===== config.mk =====
export PLATFORM = sky130hd
export DESIGN_NAME = multibyte_addsub_seq
export DESIGN_NICKNAME = d
export VERILOG_FILES = /design/src/rtl/multibyte_addsub_seq_pkg.sv /design/src/rtl/multibyte_addsub_seq_adder.sv /design/src/rtl/multibyte_addsub_seq.sv
export SDC_FILE = /design/constraint.sdc
export NUM_CORES = 1
export LEC_CHECK = 0
export ABC_AREA = 1
export CORE_UTILIZATION = 51
export DETAILED_ROUTE_END_ITERATION = 7
export PLACE_DENSITY = 0.89
export RECOVER_POWER = 50
export SYNTH_ARGS = -nofsm -noshare
export SYNTH_HDL_FRONTEND = slang
export SYNTH_SLANG_ARGS = --single-unit
export TNS_END_PERCENT = 5

===== constraint.sdc =====
create_clock -name clk -period 5.77 [get_ports clk]
set_clock_uncertainty 0.15 [all_clocks]
set_input_delay 0.577 -clock clk [delete_from_list [all_inputs] [get_ports clk]]
set_output_delay 0.577 -clock clk [all_outputs]
set_load 0.005 [all_outputs]

===== src/rtl/multibyte_addsub_seq_pkg.sv =====
// -----------------------------------------------------------------------------
// alu_pkg
// Shared definitions for the multi-byte add/subtract sequencer.
//   state_e    : sequencer state encoding (IDLE, RUN, DONE)
//   OP_ADD/SUB : operation select encoding carried on op_sub
//   idx_width  : width of the byte index counter (never narrower than 1 bit)
// -----------------------------------------------------------------------------
package alu_pkg;

    typedef enum logic [1:0] {
        ST_IDLE = 2'b00,
        ST_RUN  = 2'b01,
        ST_DONE = 2'b10
    } state_e;

    localparam logic OP_ADD = 1'b0;
    localparam logic OP_SUB = 1'b1;

    // $clog2(1) is 0, so a single-byte sequencer still gets a 1-bit index.
    function automatic int idx_width(input int nbytes);
        return (nbytes > 1) ? $clog2(nbytes) : 1;
    endfunction

endpackage


===== src/rtl/multibyte_addsub_seq_adder.sv =====
// -----------------------------------------------------------------------------
// eightBitAdder
// Combinational 8-bit ripple-carry adder shared by the byte sequencer.
// Ports:
//   A, B      : byte operands
//   subtract  : inverts B and forces carry-in (two's-complement subtract)
//   Cin0      : carry into bit 0 (ORed with subtract)
//   sum       : byte result
//   C7        : carry out of bit 7
// -----------------------------------------------------------------------------
module eightBitAdder (
    input  logic [7:0] A,
    input  logic [7:0] B,
    input  logic       subtract,
    input  logic       Cin0,
    output logic [7:0] sum,
    output logic       C7
);

    logic [7:0] b_x;
    logic [8:0] c;

    always_comb begin
        b_x  = B ^ {8{subtract}};
        c    = '0;
        sum  = '0;
        c[0] = Cin0 | subtract;
        for (int i = 0; i < 8; i++) begin
            sum[i]   = A[i] ^ b_x[i] ^ c[i];
            c[i + 1] = (A[i] & b_x[i]) | (c[i] & (A[i] ^ b_x[i]));
        end
    end

    assign C7 = c[8];

endmodule


===== src/rtl/multibyte_addsub_seq.sv =====
// -----------------------------------------------------------------------------
// multibyte_addsub_seq
// N-byte add/subtract performed one byte per clock, LSB first, through a
// single shared eightBitAdder. Operands are captured on start; the carry (or
// inverted borrow) is held in a register between bytes.
// Ports:
//   clk, reset : rising-edge clock, asynchronous active-high reset
//   start      : request an operation (accepted in IDLE or DONE only)
//   op_sub     : 0 = a + b, 1 = a - b (captured with start)
//   a, b       : W-bit operands (captured with start)
//   busy       : high while bytes are being processed
//   done       : one-cycle pulse, result fields valid
//   result     : W-bit sum or difference
//   carry_out  : add: unsigned carry; sub: 1 = no borrow
//   overflow   : signed two's-complement overflow
// -----------------------------------------------------------------------------
module multibyte_addsub_seq
    import alu_pkg::*;
#(
    parameter int NBYTES = 4
) (
    input  logic                  clk,
    input  logic                  reset,
    input  logic                  start,
    input  logic                  op_sub,
    input  logic [8*NBYTES-1:0]   a,
    input  logic [8*NBYTES-1:0]   b,
    output logic                  busy,
    output logic                  done,
    output logic [8*NBYTES-1:0]   result,
    output logic                  carry_out,
    output logic                  overflow
);

    localparam int                W        = 8 * NBYTES;
    localparam int                IDXW     = idx_width(NBYTES);
    localparam logic [IDXW-1:0]   LAST_IDX = IDXW'(NBYTES - 1);

    state_e                     state_q, state_d;
    logic [IDXW-1:0]            idx_q, idx_d;
    logic                       carry_q, carry_d;
    logic                       sub_q, sub_d;
    logic [NBYTES-1:0][7:0]     a_q, a_d;
    logic [NBYTES-1:0][7:0]     b_q, b_d;
    logic [NBYTES-1:0][7:0]     res_q, res_d;
    logic                       cout_q, cout_d;
    logic                       ovf_q, ovf_d;

    logic       accept;
    logic [7:0] a_byte;
    logic [7:0] b_eff;
    logic [7:0] sum_byte;
    logic       c7;

    // Byte mux feeding the shared adder. The B inversion is done here and the
    // adder's subtract input stays low: its internal OR would otherwise force
    // a carry-in on every byte, not just the first.
    assign a_byte = a_q[idx_q];
    assign b_eff  = b_q[idx_q] ^ {8{sub_q == OP_SUB}};

    eightBitAdder u_adder (
        .A        (a_byte),
        .B        (b_eff),
        .subtract (1'b0),
        .Cin0     (carry_q),
        .sum      (sum_byte),
        .C7       (c7)
    );

    assign accept = start && ((state_q == ST_IDLE) || (state_q == ST_DONE));

    always_comb begin
        state_d = state_q;
        idx_d   = idx_q;
        carry_d = carry_q;
        sub_d   = sub_q;
        a_d     = a_q;
        b_d     = b_q;
        res_d   = res_q;
        cout_d  = cout_q;
        ovf_d   = ovf_q;

        case (state_q)
            ST_IDLE: begin
                state_d = ST_IDLE;
            end
            ST_RUN: begin
                res_d[idx_q] = sum_byte;
                carry_d      = c7;
                if (idx_q == LAST_IDX) begin
                    cout_d  = c7;
                    // Same-sign operands producing a different-sign result.
                    ovf_d   = (a_byte[7] == b_eff[7]) && (sum_byte[7] != a_byte[7]);
                    idx_d   = '0;
                    state_d = ST_DONE;
                end else begin
                    idx_d = idx_q + 1'b1;
                end
            end
            ST_DONE: begin
                state_d = ST_IDLE;
            end
            default: begin
                state_d = ST_IDLE;
            end
        endcase

        // Capture overrides the IDLE/DONE fallthrough, giving back-to-back
        // operation when start arrives in the DONE cycle. The carry register
        // is seeded with 1 on subtract to complete the two's complement.
        if (accept) begin
            a_d     = a;
            b_d     = b;
            sub_d   = op_sub;
            idx_d   = '0;
            carry_d = (op_sub != OP_ADD);
            state_d = ST_RUN;
        end
    end

    always_ff @(posedge clk or posedge reset) begin
        if (reset) begin
            state_q <= ST_IDLE;
            idx_q   <= '0;
            carry_q <= 1'b0;
            sub_q   <= 1'b0;
            a_q     <= '0;
            b_q     <= '0;
            res_q   <= '0;
            cout_q  <= 1'b0;
            ovf_q   <= 1'b0;
        end else begin
            state_q <= state_d;
            idx_q   <= idx_d;
            carry_q <= carry_d;
            sub_q   <= sub_d;
            a_q     <= a_d;
            b_q     <= b_d;
            res_q   <= res_d;
            cout_q  <= cout_d;
            ovf_q   <= ovf_d;
        end
    end

    assign busy      = (state_q == ST_RUN);
    assign done      = (state_q == ST_DONE);
    assign result    = W'(res_q);
    assign carry_out = cout_q;
    assign overflow  = ovf_q;

endmodule


After elaboration in Yosys (flattened, before gate mapping)

Index checks and enable logic that the tools add are counted.

Register bits after elaboration: 104
Output and inout bits: 36

Add/sub/neg operators: 1
Magnitude comparators: 2
Equality and inequality tests: 6
Muxes and demuxes: 15
Bitwise gates (word level): 41
Reductions and logical operators: 7

Operator list:

| kind                | count |
|---|---|
| $bmux 8 s2          | 2 |
| $bwmux 32           | 1 |
| $mux 8              | 3 |
| $and 1x1->1         | 16 |
| $demux 8 s2         | 1 |
| $xor 1x1->1         | 16 |
| $mux 2              | 6 |
| $or 1x1->1          | 8 |
| $xor 8x8->8         | 1 |
| $eq 2x2->1 const B  | 2 |
| $logic_and 1x1->1   | 3 |
| $lt 2x3->1 const B  | 1 |
| $ne 3x1->1 const B  | 1 |
| $add 2x1->2 const B | 1 |
| $eq 2x1->1 const B  | 1 |
| $ge 2x1->1 const B  | 1 |
| $logic_not 2->1     | 1 |
| $mux 1              | 2 |
| $reduce_and 2->1    | 1 |
| $reduce_bool 2->1   | 1 |
| $eq 1x1->1          | 1 |
| $logic_or 1x1->1    | 1 |
| $ne 1x1->1          | 1 |

Logic depth before layout (Yosys ltp)

Depth in word-level cells: 22
Gate-level depth with buffers: 21
Depth with buffers taken out: 20

Modules after synthesis

Synthesis repeated with hierarchy kept, for this count alone.

Cells, all modules: 606
Area, all modules: 5,094.9 um2

By module, submodules not included:

| module               | times used | cells each | area an instance (um2) |
|---|---|---|---|
| multibyte_addsub_seq | 1          | 549        | 4,740.8 |
| eightBitAdder        | 1          | 57         | 354.1 |

Least setup slack after synthesis

OpenSTA, ideal clock, no wires.

Path kind: reg2reg
Start: reg idx_q[0]
End: reg ovf_q, in the netlist overflow
Arrival time: 4,230 ps
Slack: 1,272 ps
Stages on the path, launching flop included: 22
Path buffers: 1
Period minus slack after synthesis: 4,498 ps
Cell sequence: dfrtp_1 -> inv_1 -> buf_2 -> nand2_1 -> nand3_1 -> nand2_1 -> xor2_1 -> fa_1 -> fa_1 -> fa_1 -> fa_1 -> fa_1 -> inv_1 -> fa_1 -> inv_1 -> fa_1 -> inv_1 -> fa_1 -> inv_1 -> nand2_1 -> nand3_1 -> nand2_1

Cells in the longest elaborated chain, start to end: 21

Ends and longest elaborated chain:

| item                         | RTL line                         | RTL |
|---|---|---|
| start, declared              | multibyte_addsub_seq.sv:40       | `logic [IDXW-1:0] idx_q, idx_d;` |
| start signal, assigned       | multibyte_addsub_seq.sv:134      | `idx_q <= idx_d;` |
| $bmux 8 s2                   | multibyte_addsub_seq.sv:59       | `assign b_eff = b_q[idx_q] ^ {8{sub_q == OP_SUB}};` |
| $mux 8 (not written as such) | multibyte_addsub_seq.sv:59       |  |
| $xor 8x8->8                  | multibyte_addsub_seq.sv:59       |  |
| $xor 1x1->1                  | multibyte_addsub_seq_adder.sv:30 | `c[i + 1] = (A[i] & b_x[i]) \| (c[i] & (A[i] ^ b_x[i]));` |
| $and 1x1->1                  | multibyte_addsub_seq_adder.sv:30 |  |
| $or 1x1->1                   | multibyte_addsub_seq_adder.sv:30 |  |
| $and 1x1->1                  | multibyte_addsub_seq_adder.sv:30 |  |
| $or 1x1->1                   | multibyte_addsub_seq_adder.sv:30 |  |
| [... 6 more ...]             | --                               |  |
| $and 1x1->1                  | multibyte_addsub_seq_adder.sv:30 |  |
| $or 1x1->1                   | multibyte_addsub_seq_adder.sv:30 |  |
| $and 1x1->1                  | multibyte_addsub_seq_adder.sv:30 |  |
| $or 1x1->1                   | multibyte_addsub_seq_adder.sv:30 |  |
| $xor 1x1->1 (*)              | multibyte_addsub_seq_adder.sv:29 | `sum[i] = A[i] ^ b_x[i] ^ c[i];` |
| via sum_byte[7]              | multibyte_addsub_seq.sv:52       | `logic [7:0] sum_byte;` |
| $ne 1x1->1 (*)               | multibyte_addsub_seq.sv:93       | `ovf_d = (a_byte[7] == b_eff[7]) && (sum_byte[7] != a_byte[7]);` |
| $logic_and 1x1->1 (*)        | multibyte_addsub_seq.sv:93       |  |
| end signal, assigned         | multibyte_addsub_seq.sv:141      | `ovf_q <= ovf_d;` |
| end, declared                | multibyte_addsub_seq.sv:47       | `logic ovf_q, ovf_d;` |

Mark *: on every way through the listed nets, which the timed path passes. The rest lies on a longest branch. The select of a mux whose other input is x is not followed.
A chain may end at the register's enable or synchronous reset.

Worst setup path after layout

Same ends and word-level chain as after synthesis.

==> summary.txt <==
Worst setup path
  – Data arrival, critical path: 5.14 ns
  – Crit path kind: flip-flop to flip-flop
  – Crit path launch type: flip-flop
  – Crit path capture type: flip-flop
  – CP max FO: 17
  – Reg2reg start: idx_q[0]
  – Capturing point of the worst reg2reg path: overflow
  – Flop-to-flop setup slack: roughly 0.75 ns
  – FF-to-FF path depth: 21
  – Worst EP required: 5.89 ns

Layout
  – Inserted Diodes: 0
  – Non-filler cells, final: approximately 760
  – Nets@finish: 726
  – Synthesis-to-layout area growth: 25.1%
  – Layout cell share with drive strength beyond 1: 0.0600
  – Fin area: approximately 6000 um2

Detailed routing
  – Avg Vias per Cell: about 5.3
  – DRC: 0
  – Initial DRC Count: 294
  – Routed Antenna Nets: 0
  – Via count: 4012
  – 1st-pass router iterations: 6
  – WL/cell: 14.6 um
  – Drt total wl: 11.1 mm

STA
  – Final setup viols: 0
  – Fin. Hold Viols: 0
  – Final critical-path required period: ~5.0 ns
  – RSZ-0062 raised after global routing: false
  – Slew Limit Fails: 115
  – Setup_tns: 0 ns
  – Fmax: about 0.2 GHz
  – Worst Tran Pin Value: 2.21 ns
  – Slew HR: -0.479
  – Fin crit share: 0.869
  – Setup ws final: 0.753 ns

GRT
  – Initial antenna violation count: 0
  – First-pass GRT wire length: 18.8 mm
  – Largest net degree at the start of global routing: 73
  – Number of global-route vias before repair: 4075
  – Grt total ovfl: 0
  – GR Util All Layers: 0.246

Synthesis
  – FF+latch count, synth: 104
  – Cell area after synthesis: 4800 um2
  – Cell variety after synth: 23
  – Ranking of synthesized cells by area: dfrtp_1 54%, nand2_1 21%, o21ai_1 3.4%
  – Yosys top cell by area: dfrtp_1
  – Post-synthesis cell count: 555
  – Most frequent cells after synthesis: 270 x nand2_1, 104 x dfrtp_1, 33 x o21ai_1
  – Sequential-to-total area share from yosys stat: 0.542
  – YS warnings: 0
  – Average cell area after synthesis: approximately 8.6 um2
  – Most common cell in the netlist: nand2_1
  – Share of the synthesized area in the top cell type: 0.542
  – Post-synth EDFFs: 0
  – Syn_nets: roughly 640
  – Synth Flop Type: dfrtp_1
  – Post-synth ARST share: 1.00

Clocking
  – Resized Gates After CTS: 0
  – CTS buffer count: 9
  – Hold buffers post-CTS: 0
  – Clock Latency Late Sink: approximately 0.37 ns
  – Setup bufs post-CTS: 0
  – Max Root-Sink Buffers: 2
  – Clock slew at reported path FFs: approximately 0.1 ns
  – CTS tree: done
  – Root Buffer Master: clkbuf_8
  – Clock sink total: 104
  – Htree depth: 3

Outcome
  – Failing checks: max-capacitance violations, max-slew violations
  – Outcome: complete, but fails checks

Hold path
  – Worst Hold Launch: a_q[22]
  – Hold path cells: 2
  – Hold Crit Endpoint: a_q[22]
  – HP Class: flip-flop to flip-flop

Die
  – Die Y: 99.0 um
  – Die ar.: 9800 um2
  – Core region area: 9200 um2
  – Num ports: between 100 and 150
  – Row count: 35
  – Initial Utilization: 0.522
  – Die W: 99.0 um

Placement
  – PortBufs: 103
  – DP HPWL: 8.21 mm
  – Pre-CTS setup slack: about 0.86 ns
  – GPL Wtd Cong: 0.817
  – Post-Place Cell Area: 5790 um2
  – Dpl cells: 745

Power
  – Final Power: 3920 uW
  – Maximum vdd drop: ~0.33 mV
  – Cell area power density: 653 nW/um2
  – Lkg Pwr: 0.00302 uW

Run
  – # Max-Cap Violations: 2
## layout by cell type (no fill, tap or decap)
cell type / synthesis / routed
a21oi_1: 6 / 6
buf_4: 1 / 4
bufinv_16: 0 / 2
clkbuf_2: 0 / 1
clkbuf_8: 0 / 9
clkdlybuf4s50_1: 0 / 68
clkinv_2: 0 / 2
clkinv_4: 0 / 1
clkinvlp_2: 0 / 1
clkinvlp_4: 0 / 1
dfrtp_1: 104 / 104
dlygate4sd3_1: 0 / 35
fa_1: 8 / 8
ha_1: 5 / 5
inv_1: 19 / 18
inv_2: 2 / 2
inv_4: 2 / 2
inv_6: 0 / 1
nand2_1: 270 / 272
nand2_2: 3 / 1
nand2_4: 3 / 3
nand3_1: 20 / 20
nand3b_1: 1 / 1
nor2_1: 16 / 16
o21ai_0: 15 / 15
o21ai_1: 33 / 33
o21ai_2: 9 / 9
o221ai_1: 1 / 1
o22ai_1: 1 / 1
xor2_1: 8 / 8
## metrics by stage
stage,hold WS (ns),utilization
after global routing,0.365,0.653
final,0.336,0.653
after floorplan,0.294,-
after global placement,0.315,0.630
after detailed placement,0.314,0.630
after CTS,0.338,0.654
## registers in the layout, indices dropped and copies added, names as in the netlist
register   cells
idx_q          2
result        32
carry_out      1
a_q           32
b_q           32
carry_q        1
overflow       1
state_q        2
sub_q          1
## cell type report
cell class / instances / area, um2
inverter: 23 / 92.6
multi-input combinational: 399 / 1890
fill: 732 / 3190
sequential: 104 / 2600
timing repair buffer: 108 / 1070
clock buffer: 9 / 124
clock inverter: 7 / 95.1
tap: 111 / 139
## worst max-delay path by stage
stage                   from  endpoint  slack, ns  cells after the start
detailed placement  idx_q[0]  overflow       0.86                     21
global route        idx_q[0]  overflow       0.48                     21
floorplan           idx_q[0]  overflow       1.27                     21
CTS                 idx_q[0]  overflow       0.80                     21
global placement    idx_q[0]  overflow       1.06                     21
finish              idx_q[0]  overflow       0.75                     21
## kinds of logic after synthesis
family / synth area share
DFF: 0.542
AOI/OAI and AO/OA: 0.0759
and+or+nand+nor: 0.257
adders and majority gates: 0.0464
xor gates and xnor gates: 0.0146
buffers and inverters: 0.0636
## critical path: stages, from the launching register on
cell	delay, ns
dfrtp_1	0.50
inv_1	0.12
buf_4	0.21
nand2_1	0.08
nand3_1	0.08
nand2_1	0.07
xor2_1	0.16
fa_1	0.40
fa_1	0.41
fa_1	0.43
fa_1	0.42
fa_1	0.37
inv_1	0.08
fa_1	0.16
inv_1	0.05
fa_1	0.35
inv_1	0.09
fa_1	0.44
inv_1	0.17
nand2_1	0.07
nand3_1	0.06
nand2_1	0.05
## layer usage
metal / vias up / global-route usage / part of all wire / wire, um
met5: - / 0 / 0 / 0
met4: 0 / 0.118 / 0.031 / 350
met3: 31 / 0.0376 / 0.055 / 615
met2: 162 / 0.418 / 0.50 / 5570
met1: 1915 / 0.309 / 0.41 / 4600
li1: 1904 / - / - / -
## report_power, final
group	leakage [uW]	switching, uW	internal [uW]
Clock	0.000110	252	245
Combinational	0.00162	1290	829
Sequential	0.00129	225	1080
No activity file was read; power rests on OpenSTA's default activity.
==> variant, RTL diff (same flow settings) <==
Change the parameter `NBYTES` from 4 to 5.
--- a/src/rtl/multibyte_addsub_seq.sv
+++ b/src/rtl/multibyte_addsub_seq.sv
@@ -18,5 +18,5 @@
     import alu_pkg::*;
 #(
-    parameter int NBYTES = 4
+    parameter int NBYTES = 5
 ) (
     input  logic                  clk,
Ports: changed (resized a, b and result); port bits go from 104 to 128. The function was not compared with the original's and may differ.
==> variant against the original RTL <==
The run still ends with max-capacitance violations, max-slew violations left; clock power grew 110%; die area is 20% higher; wire length increased by 40%; area after synthesis rose by 20%; setup slack worse by 0.17 ns; power grew 33%; synthesized cell count rose by 19%; cell area up 27%; sequential cell count grew 25; cell count rose by 23%.
==> variant: results (changes against the original RTL) <==
Status
  • Run status: finished with violations
  • Failing checks: max-capacitance violations, max-slew violations

Floorplan
  • Die X: 108 µm (+9.4%)

Clock tree
  • H-tree depth: 4 (+1)
  • Clk_lat worst skew: 0.42 ns (+0.05 ns)
  • # resized after CTS: 0 (unchanged)
  • Clock Path Buffers: 2 (unchanged)
  • Clock root buffer: clkbuf_16
  • Number of setup buffers added after CTS: 0 (unchanged)
  • Clk pin slew, worst setup/hold paths: 0.06 ns (-0.04 ns)
  • TritonCTS Buffers: 17 (+8)

Power and ir drop
  • Peak VDD IR: 0.407 mV (+25%)
  • NetSw: 2.31 mW (+31%)
  • Pint: 2.92 mW (+36%)
  • P_leak: 3.67 nW (+22%)

Critical path
  • Worst path arrival time: 5.35 ns (+0.21 ns)
  • Maximum fanout along the worst path: 18 (+1)
  • Slowest stage cell, crit path: dfrtp_1
  • Critical Path Max Stage Delay: 0.53 ns (+0.03 ns)

Synthesis
  • Syn_nets: 758 (+19%)
  • Register area share after synthesis: 0.560 (+0.0176)
  • Async set or reset register ratio after synthesis: 1.00 (unchanged)
  • Dominant cells by area after synthesis: dfrtp_1 56%, nand2_1 17%, o21ai_0 7.5%
  • Netlist cell types: 31 (+35%)
  • Commonest cells post-synth: 261 x nand2_1, 129 x dfrtp_1, 86 x o21ai_0
  • Syn. warnings: 0 (unchanged)

Job
  • Max_cap viols: 2 (unchanged)

Global routing
  • Total GRT Usage: 0.287 (+0.0416)
  • First-pass GRT wire length: 25000 µm (+33%)
  • Pin count of the biggest net entering global routing: 94 (+29%)
  • Antenna violations before repair: 0 (unchanged)
  • Vias in the first global route: 5129 (+26%)

STA
  • Max Slew Vio Count: 147 (+28%)
  • Relative slew slack: -1.25 (-0.775)
  • Crit path time final: 5.18 ns (+0.166 ns)

Final layout
  • Layout fillers: 802 (+9.6%)
  • Share of layout cells above drive strength 1: 0.0617 (+0.00171)
  • Final Cell Area: 0.00765 mm² (+27%)
  • N_diodes: 0 (unchanged)
  • Fin nets: 877 (+21%)

Drt
  • 1st-pass router iterations: 8 (+2)
  • DR iter-0 viols: 461 (+57%)
  • Detailed Route WL: 15600 µm (+40%)
  • Via-to-Cell Ratio: 5.49 (+4.2%)

Place
  • Post-DP HPWL: 10600 µm (+29%)
  • Cell Area, Placed: 0.00709 mm² (+22%)
  • Port buffer count: 127 (+23%)
  • Placer Congestion: 0.931 (+14%)

Worst hold path
  • Worst Hold Class: flop to flop
[variant: cell types whose count changed after synthesis, sizes merged, moves of 2 or more]
| cell | before | now |
|---|---|---|
| or2 | 0 | 2 |
| o211ai | 0 | 16 |
| nand2 | 276 | 262 |
| ha | 5 | 3 |
| nand3 | 20 | 15 |
| dfrtp | 104 | 129 |
| clkbuf | 2 | 13 |
| nor2 | 16 | 27 |
| xor2 | 8 | 6 |
| o21ai | 57 | 87 |
| buf | 27 | 21 |
| inv | 23 | 50 |
| a21oi | 6 | 14 |
| nand4 | 0 | 4 |
[variant: path summary, 6_finish.rpt]
kind                       slack [ns]  endpoint  cells after the start  startpoint
setup / recovery                 0.59  overflow                     19    idx_q[2]
hold / removal                   0.33    b_q[6]                      2      b_q[6]
setup reg to reg                 0.59  overflow                     19    idx_q[2]
hold reg to reg                  0.33    b_q[6]                      2      b_q[6]
max in group asynchronous        1.83    b_q[0]                      2       reset
min in group asynchronous        1.71   a_q[23]                      2       reset
[variant: power by group through the flow]
stage          Clock, mW  Sequential, mW  Combinational, mW
6_report            1.04            1.65               2.54
3_5_place_dp           0            1.64               2.52
4_1_cts             1.04            1.64               2.57
3_3_place_gp           0            1.62               2.40
5_1_grt             1.08            1.68               2.82
2_1_floorplan          0            1.54               1.58
[variant: logic make-up after synthesis]
group	synth area share
AO/OA/AOI/OAI	0.114
XOR/XNOR	0.0106
adder cells (fa/ha/maj)	0.0343
buffers and inverters	0.0629
flip-flops	0.560
AND/OR/NAND/NOR	0.218
[variant: critical path, delay by kind of cell, from the launching register on]
kind            cells  cell delay (ns)
simple gates        5             0.76
fa+ha+maj           8             2.93
buf+inv             4             0.36
flops               1             0.53
compound gates      2             0.35
[variant: cell type report]
type | count | area share
clock buffers | 17 | 0.0556
clock inverters | 14 | 0.0186
inverters | 50 | 0.0248
multi-input cells | 450 | 0.284
flip-flops and latches | 129 | 0.422
well taps | 140 | 0.0229
repair buffers | 134 | 0.172
[variant: metrics by stage]
step / std cells / setup WS, ns / power [mW]
final: 934 / 0.588 / 5.23
after global placement: 903 / 0.845 / 4.02
after detailed placement: 903 / 0.660 / 4.16
after CTS: 934 / 0.652 / 5.25
after floorplan: 663 / 0.966 / 3.12
after global routing: 934 / 0.309 / 5.57
[variant: metal layers]
| metal | vias up | global-route usage | part of all wire |
|---|---|---|---|
| met4 | 0 | 0.147 | 0.038 |
| met5 | - | 0 | 0 |
| met1 | 2414 | 0.355 | 0.39 |
| met3 | 62 | 0.0627 | 0.084 |
| li1 | 2340 | - | - |
| met2 | 314 | 0.477 | 0.49 |
